[src/rtl/wb_queue_multi_pkg.sv]
`default_nettype none
// ============================================================================
//  Package    : wb_pkg
//  Description: Shared types and sizing helpers for the multi-lane
//               write-back queue.
//  Revision   : 1.0 - initial release
// ============================================================================
package wb_pkg;

   localparam int WB_AW = 3;
   localparam int WB_DW = 8;

   // One pending register-file write at the package's default widths.
   typedef struct packed {
      logic [WB_AW-1:0] dst;
      logic [WB_DW-1:0] data;
   } wb_entry_t;

   // Pointer width for a DEPTH-entry ring; keeps at least one bit.
   function automatic int ptr_width(input int depth);
      return (depth > 1) ? $clog2(depth) : 1;
   endfunction

   // Occupancy counter width, wide enough to hold DEPTH itself.
   function automatic int cnt_width(input int depth);
      return $clog2(depth + 1);
   endfunction

   // Slot offset of a lane within the compacted enqueue group: the number of
   // accepted lanes older than it.
   function automatic int lane_slot(input logic [31:0] mask, input int lane);
      int n;
      n = 0;
      for (int i = 0; i < 32; i++) begin
         if ((i < lane) && mask[i]) n++;
      end
      return n;
   endfunction

endpackage
`default_nettype wire

[src/rtl/wb_queue_multi_fwd_cam.sv]
`default_nettype none
// ============================================================================
//  Module     : wb_fwd_cam
//  Description: Forwarding lookup across the valid queue entries; the
//               youngest entry whose destination matches wins.
//  Revision   : 1.0 - initial release
// ============================================================================
module wb_fwd_cam
   import wb_pkg::*;
#(
   parameter int DEPTH = 4,
   parameter int DW    = 8,
   parameter int AW    = 3,
   parameter int PW    = ptr_width(DEPTH),
   parameter int CW    = cnt_width(DEPTH)
) (
   input  logic [AW-1:0] ent_dst  [DEPTH],
   input  logic [DW-1:0] ent_data [DEPTH],
   input  logic [PW-1:0] rd_ptr,
   input  logic [CW-1:0] count,
   input  logic [AW-1:0] addr,
   output logic          hit,
   output logic [DW-1:0] data
);

   logic [PW-1:0] idx;

   // Walk oldest to youngest so a later match overrides an earlier one.
   always_comb begin
      hit  = 1'b0;
      data = '0;
      idx  = '0;
      for (int i = 0; i < DEPTH; i++) begin
         idx = rd_ptr + PW'(i);
         if ((CW'(i) < count) && (ent_dst[idx] == addr)) begin
            hit  = 1'b1;
            data = ent_data[idx];
         end
      end
   end

endmodule
`default_nettype wire

[src/rtl/wb_queue_multi.sv]
`default_nettype none
// ============================================================================
//  Module     : wb_queue_multi
//  Description: Multi-lane write-back stage. Compacts up to LANES results per
//               cycle into an in-order queue, retires up to WPORTS per cycle
//               to the register file, forwards pending data and reports the
//               youngest retired write on a registered output channel.
//  Revision   : 1.0 - initial release
// ============================================================================
module wb_queue_multi
   import wb_pkg::*;
#(
   parameter int LANES  = 2,
   parameter int WPORTS = 1,
   parameter int DEPTH  = 4,
   parameter int DW     = WB_DW,
   parameter int AW     = WB_AW
) (
   input  logic                 clk,
   input  logic                 rst_n,
   input  logic                 internal_reset,
   input  logic [LANES-1:0]     ex_valid,
   input  logic [LANES-1:0]     ex_wr_en,
   input  logic [LANES*AW-1:0]  ex_dst,
   input  logic [LANES*DW-1:0]  ex_data,
   output logic                 stall,
   output logic [WPORTS-1:0]    rf_wr_en,
   output logic [WPORTS*AW-1:0] rf_dst,
   output logic [WPORTS*DW-1:0] rf_data,
   input  logic [AW-1:0]        fwd_addr,
   output logic                 fwd_hit,
   output logic [DW-1:0]        fwd_data,
   output logic                 out_valid,
   output logic [AW-1:0]        out_dst,
   output logic [DW-1:0]        out_data
);

   localparam int PW = ptr_width(DEPTH);
   localparam int CW = cnt_width(DEPTH);

   logic [AW-1:0]     mem_dst  [DEPTH];
   logic [DW-1:0]     mem_data [DEPTH];
   logic [PW-1:0]     rd_ptr;
   logic [PW-1:0]     wr_ptr;
   logic [CW-1:0]     count;
   logic [LANES-1:0]  take;
   logic [CW-1:0]     enq_cnt;
   logic [CW-1:0]     drain_cnt;
   logic [WPORTS-1:0] port_live;
   logic [WPORTS-1:0] wr_en;
   logic [PW-1:0]     port_idx [WPORTS];
   logic [AW-1:0]     sel_dst;
   logic [DW-1:0]     sel_data;

   // Back-pressure depends only on the registered occupancy.
   assign stall = (CW'(DEPTH) - count) < CW'(LANES);

   // Accepted lanes: valid, writing, not stalled and not being flushed.
   always_comb begin
      take    = '0;
      enq_cnt = '0;
      for (int l = 0; l < LANES; l++) begin
         take[l] = ex_valid[l] & ex_wr_en[l] & ~stall & ~internal_reset;
         enq_cnt = enq_cnt + CW'(take[l]);
      end
   end

   // Drain selection, same-destination suppression and youngest-write pick.
   always_comb begin
      drain_cnt = '0;
      port_live = '0;
      wr_en     = '0;
      sel_dst   = '0;
      sel_data  = '0;
      for (int p = 0; p < WPORTS; p++) begin
         port_idx[p]  = rd_ptr + PW'(p);
         port_live[p] = (CW'(p) < count) & ~internal_reset;
         if (port_live[p]) drain_cnt = drain_cnt + CW'(1);
      end
      for (int p = 0; p < WPORTS; p++) begin
         wr_en[p] = port_live[p];
         for (int q = p + 1; q < WPORTS; q++) begin
            if (port_live[q] && (mem_dst[port_idx[q]] == mem_dst[port_idx[p]]))
               wr_en[p] = 1'b0;
         end
      end
      for (int p = 0; p < WPORTS; p++) begin
         if (wr_en[p]) begin
            sel_dst  = mem_dst[port_idx[p]];
            sel_data = mem_data[port_idx[p]];
         end
      end
   end

   assign rf_wr_en = wr_en;

   for (genvar p = 0; p < WPORTS; p++) begin : g_port
      assign rf_dst[p*AW +: AW]  = mem_dst[port_idx[p]];
      assign rf_data[p*DW +: DW] = mem_data[port_idx[p]];
   end

   // Queue storage: accepted lanes land compacted from the write pointer.
   always_ff @(posedge clk) begin
      for (int l = 0; l < LANES; l++) begin
         if (take[l]) begin
            mem_dst[wr_ptr + PW'(lane_slot(32'(take), l))]  <= ex_dst[l*AW +: AW];
            mem_data[wr_ptr + PW'(lane_slot(32'(take), l))] <= ex_data[l*DW +: DW];
         end
      end
   end

   // Pointers and occupancy; a flush discards everything at the edge.
   always_ff @(posedge clk or negedge rst_n) begin
      if (!rst_n) begin
         rd_ptr <= '0;
         wr_ptr <= '0;
         count  <= '0;
      end else if (internal_reset) begin
         rd_ptr <= '0;
         wr_ptr <= '0;
         count  <= '0;
      end else begin
         rd_ptr <= rd_ptr + PW'(drain_cnt);
         wr_ptr <= wr_ptr + PW'(enq_cnt);
         count  <= count - drain_cnt + enq_cnt;
      end
   end

   // Registered output channel reporting the youngest retired write.
   always_ff @(posedge clk or negedge rst_n) begin
      if (!rst_n) begin
         out_valid <= 1'b0;
         out_dst   <= '0;
         out_data  <= '0;
      end else if (internal_reset) begin
         out_valid <= 1'b0;
      end else begin
         out_valid <= |wr_en;
         if (|wr_en) begin
            out_dst  <= sel_dst;
            out_data <= sel_data;
         end
      end
   end

   wb_fwd_cam #(
      .DEPTH (DEPTH),
      .DW    (DW),
      .AW    (AW),
      .PW    (PW),
      .CW    (CW)
   ) u_fwd_cam (
      .ent_dst  (mem_dst),
      .ent_data (mem_data),
      .rd_ptr   (rd_ptr),
      .count    (count),
      .addr     (fwd_addr),
      .hit      (fwd_hit),
      .data     (fwd_data)
   );

endmodule
`default_nettype wire
[config.mk]
export PLATFORM = sky130hd
export DESIGN_NAME = wb_queue_multi
export DESIGN_NICKNAME = d
export VERILOG_FILES = /design/src/rtl/wb_queue_multi_pkg.sv /design/src/rtl/wb_queue_multi_fwd_cam.sv /design/src/rtl/wb_queue_multi.sv
export SDC_FILE = /design/constraint.sdc
export NUM_CORES = 1
export LEC_CHECK = 0
export ABC_CLOCK_PERIOD_IN_PS = 8500
export CAP_MARGIN = 20
export CORE_MARGIN = 1
export CORE_UTILIZATION = 24
export CTS_BUF_LIST = sky130_fd_sc_hd__clkbuf_16
export DETAILED_ROUTE_END_ITERATION = 8
export PLACE_DENSITY_LB_ADDON = 0.1
export SLEW_MARGIN = 20
export SYNTH_ARGS = -nofsm -noshare
export SYNTH_HDL_FRONTEND = slang
export SYNTH_HIERARCHICAL = 1
export SYNTH_SLANG_ARGS = --single-unit
[constraint.sdc]
create_clock -name clk -period 8.5 [get_ports clk]
set_input_delay 1.7 -clock clk [delete_from_list [all_inputs] [get_ports clk]]
set_output_delay 1.7 -clock clk [all_outputs]
set_load 0.005 [all_outputs]
==> results of run 1 <==
[per-stage QoR]
stage,power [uW],std cells
2_1_floorplan,1380,447
3_3_place_gp,1820,748
3_5_place_dp,1840,748
4_1_cts,2210,764
5_1_grt,2350,764
6_report,2190,764
[worst paths after layout]
path / start / endpoint / slack (ps) / depth (start not counted)
setup / recovery: fwd_addr[1] / fwd_data[3] / 2620 / 7
hold / removal: out_dst[0]$_DFFE_PN0P_ / out_dst[0]$_DFFE_PN0P_ / 500 / 1
setup reg to reg: count[0]$_DFF_PN0_ / mem_dst[10]$_DFF_P_ / 5080 / 10
hold reg to reg: out_dst[0]$_DFFE_PN0P_ / out_dst[0]$_DFFE_PN0P_ / 500 / 1
max in group asynchronous: rst_n / rd_ptr[1]$_DFF_PN0_ / 6510 / 2
min in group asynchronous: rst_n / out_data[2]$_DFFE_PN0P_ / 1720 / 2
[cell families (layout without fill, tap and decap cells)]
logic type / after synthesis / after routing / share of synthesized area [%]
buffers and inverters: 45 / 97 / 5.51
and+or+nand+nor: 100 / 100 / 10.6
xor gates and xnor gates: 24 / 24 / 5.14
adders and majority gates: 9 / 9 / 2.53
muxes: 73 / 73 / 27.8
AOI/OAI and AO/OA: 133 / 133 / 19.9
DFF: 63 / 63 / 28.6
[cells in the final DEF (no fill, tap or decap), types with 2 or more instances in the layout]
cell type | netlist | final
sky130_fd_sc_hd__mux2_2 | 11 | 11
sky130_fd_sc_hd__xor2_1 | 9 | 9
sky130_fd_sc_hd__nand2_1 | 54 | 54
sky130_fd_sc_hd__dfrtp_2 | 0 | 2
sky130_fd_sc_hd__nand3_1 | 10 | 10
sky130_fd_sc_hd__o31ai_1 | 7 | 7
sky130_fd_sc_hd__mux4_2 | 46 | 46
sky130_fd_sc_hd__clkbuf_16 | 0 | 9
sky130_fd_sc_hd__dfrtp_1 | 19 | 17
sky130_fd_sc_hd__nor3_1 | 2 | 2
sky130_fd_sc_hd__buf_4 | 1 | 8
sky130_fd_sc_hd__a21oi_1 | 55 | 55
sky130_fd_sc_hd__nand4bb_1 | 2 | 2
sky130_fd_sc_hd__a211oi_2 | 1 | 9
sky130_fd_sc_hd__nor2_1 | 12 | 12
sky130_fd_sc_hd__a2bb2oi_1 | 44 | 44
sky130_fd_sc_hd__xnor2_1 | 12 | 12
sky130_fd_sc_hd__ha_1 | 8 | 8
sky130_fd_sc_hd__o211ai_1 | 6 | 6
sky130_fd_sc_hd__dfxtp_1 | 44 | 44
sky130_fd_sc_hd__inv_1 | 7 | 8
sky130_fd_sc_hd__clkinv_2 | 0 | 3
sky130_fd_sc_hd__nor2b_1 | 3 | 3
sky130_fd_sc_hd__a311oi_1 | 7 | 7
sky130_fd_sc_hd__nand4b_1 | 2 | 2
sky130_fd_sc_hd__clkdlybuf4s50_1 | 0 | 65
sky130_fd_sc_hd__mux2i_1 | 16 | 16
sky130_fd_sc_hd__or3_4 | 2 | 2
[registers in the layout (all words and copies together), names as in the netlist]
signal,count
out_data,8
count,3
rd_ptr,2
out_dst,3
out_valid,1
mem_dst,12
mem_data,32
wr_ptr,2
[worst register-to-register path, delay by kind of cell (launching register included)]
kind            cells  cell delay, ps
simple gates        3             660
compound gates      3            1200
fa+ha+maj           2             600
flops               1             520
buf+inv             1              80
xor+xnor            1             280
[synthesized netlist by cell type, types with 7 or more instances]
library cell,instances
sky130_fd_sc_hd__mux2i_1,16
sky130_fd_sc_hd__nor2_1,12
sky130_fd_sc_hd__dfrtp_1,19
sky130_fd_sc_hd__nand3_1,10
sky130_fd_sc_hd__o31ai_1,7
sky130_fd_sc_hd__mux2_2,11
sky130_fd_sc_hd__ha_1,8
sky130_fd_sc_hd__dfxtp_1,44
sky130_fd_sc_hd__a311oi_1,7
sky130_fd_sc_hd__a211oi_1,8
sky130_fd_sc_hd__xnor2_1,12
sky130_fd_sc_hd__a21oi_1,55
sky130_fd_sc_hd__a2bb2oi_1,44
sky130_fd_sc_hd__mux4_2,46
sky130_fd_sc_hd__inv_1,7
sky130_fd_sc_hd__buf_2,21
sky130_fd_sc_hd__xor2_1,9
sky130_fd_sc_hd__nand2_1,54
[layer usage]
metal / share of wire [%] / track usage, %
met1: 46 / 22.5
met5: 0 / 0
met3: 5.3 / 1.74
met2: 47 / 25.6
met4: 1.8 / 7.19
[power by group]
part / internal, uW / switching, uW
Sequential: 436 / 204
Clock: 225 / 139
Combinational: 662 / 520
Total: 1320 / 864
[area by class of cell]
class | count | area, um2 | area share (%)
Sequential cell | 63 | 1360 | 23.1
Tap cell | 265 | 332 | 5.63
Clock buffer | 9 | 225 | 3.82
Timing Repair Buffer | 73 | 711 | 12.1
Multi-Input combinational cell | 339 | 3170 | 53.8
Clock inverter | 7 | 65.1 | 1.10
Inverter | 8 | 30.0 | 0.510
==> results.md, run 1 <==
- Horizontal die dimension: 143 um
- Transition at the pin with the smallest max-transition slack: 1110 ps
- Clock buffer depth: 2
- Prevailing post-synth register cell: sky130_fd_sc_hd__dfxtp_1
- Share of synthesized flip-flops with an asynchronous set or reset: 30.2%
- Dpl ws: 2590 ps
- Input/output buffers: 65
- Min Clock Period, post-route: 5880 ps
- Maximum fanout count along the critical path: 8
- Maximum level of the CTS H-tree: 3
- Pins over their slew limit: 0
- Status: finished, final reports clean
- # DRC: 0
- Worst min-delay path category: flip-flop to flip-flop
- Share of synthesized area occupied by flip-flops and latches: 28.6%
- Cell family contributing the most delay on the critical path: buffers and inverters
- I/O pin count: 66
- Ranking of synthesized cells by area: sky130_fd_sc_hd__mux4_2 (22%), sky130_fd_sc_hd__dfxtp_1 (19%), sky130_fd_sc_hd__dfrtp_1 (10%)
- Instance count of the mapped netlist: 447
- Leakage power total: 0.00203 uW
- First DRT Iteration DRCs: 212
- Layout fillers: 2036
- Total global routing track utilization: 16.3%
- Count of hold buffers inserted by post-cts repair: 0
- Relative max-transition margin: 25.9%
- Post-Layout Inst Area: 0.00589 mm2
- Top cell type's share of synthesized area: 21.8%
- Arrival time worst endpoint: 4180 ps
- Core Area: 0.0194 mm2
- Clock tree from TritonCTS: done
- Number of clock buffers inserted by TritonCTS: 9
- Routed Wire Length: 15700 um
- Netlist cell types: 54
- Netlist area before placement: 0.00475 mm2
- Util after Layout: 30.4%
- Series of cell instances along the critical path: clkdlybuf4s50_1, xnor2_1, or3_1, a21oi_4, a311oi_1, o31ai_1, clkdlybuf4s50_1
- Total count of hold-check failures in the final report: 0
- Final period utilization: 69.2%
- Global route overflow: 0
- Resized Gates After CTS: 0
- Root Driver: sky130_fd_sc_hd__clkbuf_16
- Maximum number of pins on one net before global-route repair: 49
- Average instance area after synthesis: 10.6 um2
- Die Outline Area: 0.0204 mm2
- Max Clk Rate: 170 MHz
- Instance area at placement: 0.00560 mm2
- Unrepaired setup endpoints after global routing: no
- Synthesis Warnings: 6
- Total nets after synthesis: 488
- DRT antenna net count: 0
- Detailed placer's ending HPWL: 11200 um
- Wire length of the first global-routing pass: 24200 um
- Flip-flop and latch count after synthesis: 63
- Via count normalized by instance count: 5.11
- Max Cap Violations: 0
- Fin Hold WS: 502 ps
- Power density normalized to cell area: 371 mW/mm2
- Summed negative setup slack over all endpoints: 0 ps
- Layout cell share with drive strength beyond 1: 20.8%
- Number of detailed-route iterations in the first pass: 6
- Number of enable flip-flop cells after synthesis: 0
- Final setup violation count: 0
- Placer's final routability congestion estimate: 0.760
- Buffer and inverter count on the worst path: 2
- Worst clock skew: 5.81 ps
- Antenna violations before repair: 0
- Vias: 3904
- Relative area change from synthesis to final layout: 24.1%
- Critical path endpoint category: output pin
- Most frequent CP cell: sky130_fd_sc_hd__clkdlybuf4s50_1
- VDD IR-drop max: 0.129 mV
- Avg WL per Cell: 20.5 um
- Dominant cell type by area after synthesis: sky130_fd_sc_hd__mux4_2
- Crit path kind: primary input to output pin
- Largest incremental delay on the critical path: 720 ps
- CP Launch Type: primary input
- Final worst slack: 2620 ps
- Initial Utilization: 24.5%
- Total setup buffers inserted after CTS: 0
- Clk_lat worst skew: 330 ps
- Antenna diode count: 0
- Clk pin slew, worst setup/hold paths: 50 ps
- Nets: 535
- Chip Height: 143 um
- Library cell contributing the largest single delay on the critical path: sky130_fd_sc_hd__clkdlybuf4s50_1
- # clock sinks: 63
- Required time of the critical path: 6800 ps
- Number of global-route vias before repair: 4029
- Number of placement rows: 51
No activity file was read; power rests on OpenSTA's default activity.
==> run 2, diff against run 1 <==
--- a/config.mk
+++ b/config.mk
@@ -5,7 +5,7 @@
 export SDC_FILE = /design/constraint.sdc
 export NUM_CORES = 1
 export LEC_CHECK = 0
-export ABC_CLOCK_PERIOD_IN_PS = 8500
+export ABC_CLOCK_PERIOD_IN_PS = 5980
 export CAP_MARGIN = 20
 export CORE_MARGIN = 1
 export CORE_UTILIZATION = 24
==> constraint.sdc (replaced) <==
create_clock -name clk -period 5.98 [get_ports clk]
set_input_delay 1.196 -clock clk [delete_from_list [all_inputs] [get_ports clk]]
set_output_delay 1.196 -clock clk [all_outputs]
set_load 0.005 [all_outputs]
==> results.md, run 2 (synthesis results as in run 1) <==
- Arrival time worst endpoint: 3680 ps (-500 ps)
- Proportion of total power due to net switching: 39.1% (-0.40 points)
- Wire length of the first global-routing pass: 24200 um (+0.14%)
- Final period utilization: 81.5%
- Horizontal die dimension: 143 um (unchanged)
- Antenna violations before repair: 0 (unchanged)
- Routed Wire Length: 15700 um (+0.45%)
- Relative max-transition margin: 26.6% (+0.69 points)
- Input/output buffers: 65 (unchanged)
- Power density normalized to cell area: 535 mW/mm2 (+44%)
- I/O pin count: 66 (unchanged)
- Top reg by flops: mem_data
- Largest incremental delay on the critical path: 710 ps (about the same)
- Via count normalized by instance count: 5.22 (+2.1%)
- Combinational cell fraction of total power: 53.6% (-0.5 points)
- Number of clock buffers inserted by TritonCTS: 9 (unchanged)
- VDD IR-drop max: 0.149 mV (+15%)
- Layout fillers: 2036 (unchanged)
- Leading registers by flop count: mem_data (32), mem_dst (12), out_data (8)
- Clk pin slew, worst setup/hold paths: 50 ps (about the same)
- First DRT Iteration DRCs: 277 (+31%)
- Number of placed instances, taps included: 748 (unchanged)
- Status: finished, final reports clean
- Setup slack of the worst register-to-register path: 2600 ps (-2480 ps)
- Total internal power: 1930 uW (+46%)
- Die Outline Area: 0.0204 mm2 (unchanged)
- Number of placement rows: 51 (unchanged)
- Total global routing track utilization: 16.3% (about the same)
- Leakage power total: 0.00204 uW (+0.41%)
- Dpl ws: 1070 ps (-1520 ps)
- Series of cell instances along the critical path: clkdlybuf4s50_1, xnor2_1, or3_1, a21oi_4, a311oi_1, o31ai_1, clkdlybuf4s50_1
- Area of combinational cells with multiple inputs: 0.00317 mm2 (unchanged)
- Number of flip-flops in the largest register: 32 (unchanged)
- Clock buffer depth: 2 (unchanged)
- # DRC: 0 (unchanged)
- Total count of hold-check failures in the final report: 0 (unchanged)
- Count of hold buffers inserted by post-cts repair: 0 (unchanged)
- Unrepaired setup endpoints after global routing: no
- DRT antenna net count: 0 (unchanged)
- CP Launch Type: primary input
- Most frequent CP cell: sky130_fd_sc_hd__clkdlybuf4s50_1
- Min Clock Period, post-route: 4880 ps
- Layout cell share with drive strength beyond 1: 20.8% (unchanged)
- Clock tree from TritonCTS: done
- Core Area: 0.0194 mm2 (unchanged)
- Most frequent standard cell in the layout excluding fill and tap cells: sky130_fd_sc_hd__clkdlybuf4s50_1
- Critical path endpoint category: output pin
- Sw power: 1240 uW (+43%)
- Worst clock skew: 8.64 ps (+2.83 ps)
- Avg WL per Cell: 20.6 um (+0.45%)
- Nets: 535 (unchanged)
- Util after Layout: 30.5% (+0.097 points)
- Max Cap Violations: 0 (unchanged)
- # clock sinks: 63 (unchanged)
- Maximum number of pins on one net before global-route repair: 46 (-6.1%)
- Number of detailed-route iterations in the first pass: 5 (-1)
- Maximum level of the CTS H-tree: 3 (unchanged)
- Sequential share of power: 28.8% (-0.5 points)
- Antenna diode count: 0 (unchanged)
- Total setup buffers inserted after CTS: 0 (unchanged)
- Clock share of power: 17.6% (+1.0 points)
- Required time of the critical path: 4780 ps (-2020 ps)
- Relative area change from synthesis to final layout: 24.5%
- Transition at the pin with the smallest max-transition slack: 1100 ps (-10.3 ps)
- Summed negative setup slack over all endpoints: 0 ps (unchanged)
- Root Driver: sky130_fd_sc_hd__clkbuf_16
- Initial Utilization: 24.5% (unchanged)
- Placer's final routability congestion estimate: 0.768 (+1.1%)
- Commonest cells after routing, fill and taps aside: sky130_fd_sc_hd__clkdlybuf4s50_1 (64), sky130_fd_sc_hd__a21oi_1 (55), sky130_fd_sc_hd__nand2_1 (54), sky130_fd_sc_hd__mux4_2 (46)
- Library cell contributing the largest single delay on the critical path: sky130_fd_sc_hd__clkdlybuf4s50_1
- Total power: 3160 uW (+45%)
- Final setup violation count: 0 (unchanged)
- Detailed placer's ending HPWL: 11500 um (+1.9%)
- Clk_lat worst skew: 330 ps (about the same)
- Max Clk Rate: 205 MHz
- Global route overflow: 0 (unchanged)
- Reg area: 0.00136 mm2 (unchanged)
- Worst min-delay path category: flip-flop to flip-flop
- Maximum fanout count along the critical path: 8 (unchanged)
- Final worst slack: 1100 ps (-1520 ps)
- Chip Height: 143 um (unchanged)
- Resized Gates After CTS: 0 (unchanged)
- Number of global-route vias before repair: 3945 (-2.1%)
- Crit path kind: primary input to output pin
- Vias: 3987 (+2.1%)
- Pins over their slew limit: 0 (unchanged)
- Post-layout instance count excluding filler cells: 764 (unchanged)
run 2: cell count changes in the layout (fill, tap and decap cells not counted):
cell                              delta
sky130_fd_sc_hd__buf_2               +1
sky130_fd_sc_hd__bufinv_16           +1
sky130_fd_sc_hd__clkdlybuf4s50_1     -1
sky130_fd_sc_hd__clkinv_1            +1
sky130_fd_sc_hd__clkinv_2            -2
run 2: worst paths after layout:
check                              startpoint                       to  cells after the start
setup / recovery                  fwd_addr[1]              fwd_data[4]                      7
min in group asynchronous               rst_n  out_data[2]$_DFFE_PN0P_                      1
max in group asynchronous               rst_n      rd_ptr[0]$_DFF_PN0_                      1
hold reg to reg            mem_dst[9]$_DFF_P_       mem_dst[9]$_DFF_P_                      2
setup reg to reg           count[0]$_DFF_PN0_      mem_dst[10]$_DFF_P_                     10
hold / removal             mem_dst[9]$_DFF_P_       mem_dst[9]$_DFF_P_                      2
run 2: per-stage QoR:
step / area (um2) / hold WS [ps]
final: 5910 / 498
after global placement: 5600 / 491
after CTS: 5910 / 503
after detailed placement: 5600 / 495
after floorplan: 4750 / 453
after global routing: 5910 / 531
run 2: final cells by class:
| type | count | area share, % |
|---|---|---|
| Clock buffer | 9 | 3.81 |
| Clock inverter | 7 | 1.50 |
| Inverter | 8 | 0.508 |
| Multi-Input combinational cell | 339 | 53.6 |
| Sequential cell | 63 | 23.0 |
| Tap cell | 265 | 5.61 |
| Timing Repair Buffer | 73 | 11.9 |
run 2: critical path, delay by kind of cell:
family                 cells  cell delay, ps
AO/OA/AOI/OAI              3             680
XOR/XNOR                   1             140
buffers and inverters      2            1250
AND/OR/NAND/NOR            1             410
run 2: power by group through the flow:
stage	sequential, uW	clock, uW	combinational [uW]
global route	951	584	1860
finish	911	555	1700
CTS	908	568	1720
global placement	896	0	1700
detailed placement	917	0	1710
floorplan	783	0	1170
run 2: per-layer routing:
metal | GRT usage [%] | routed length (um)
met5 | 0 | 0
met4 | 5.26 | 160
met3 | 2.45 | 838
met2 | 25.4 | 7290
met1 | 22.9 | 7430
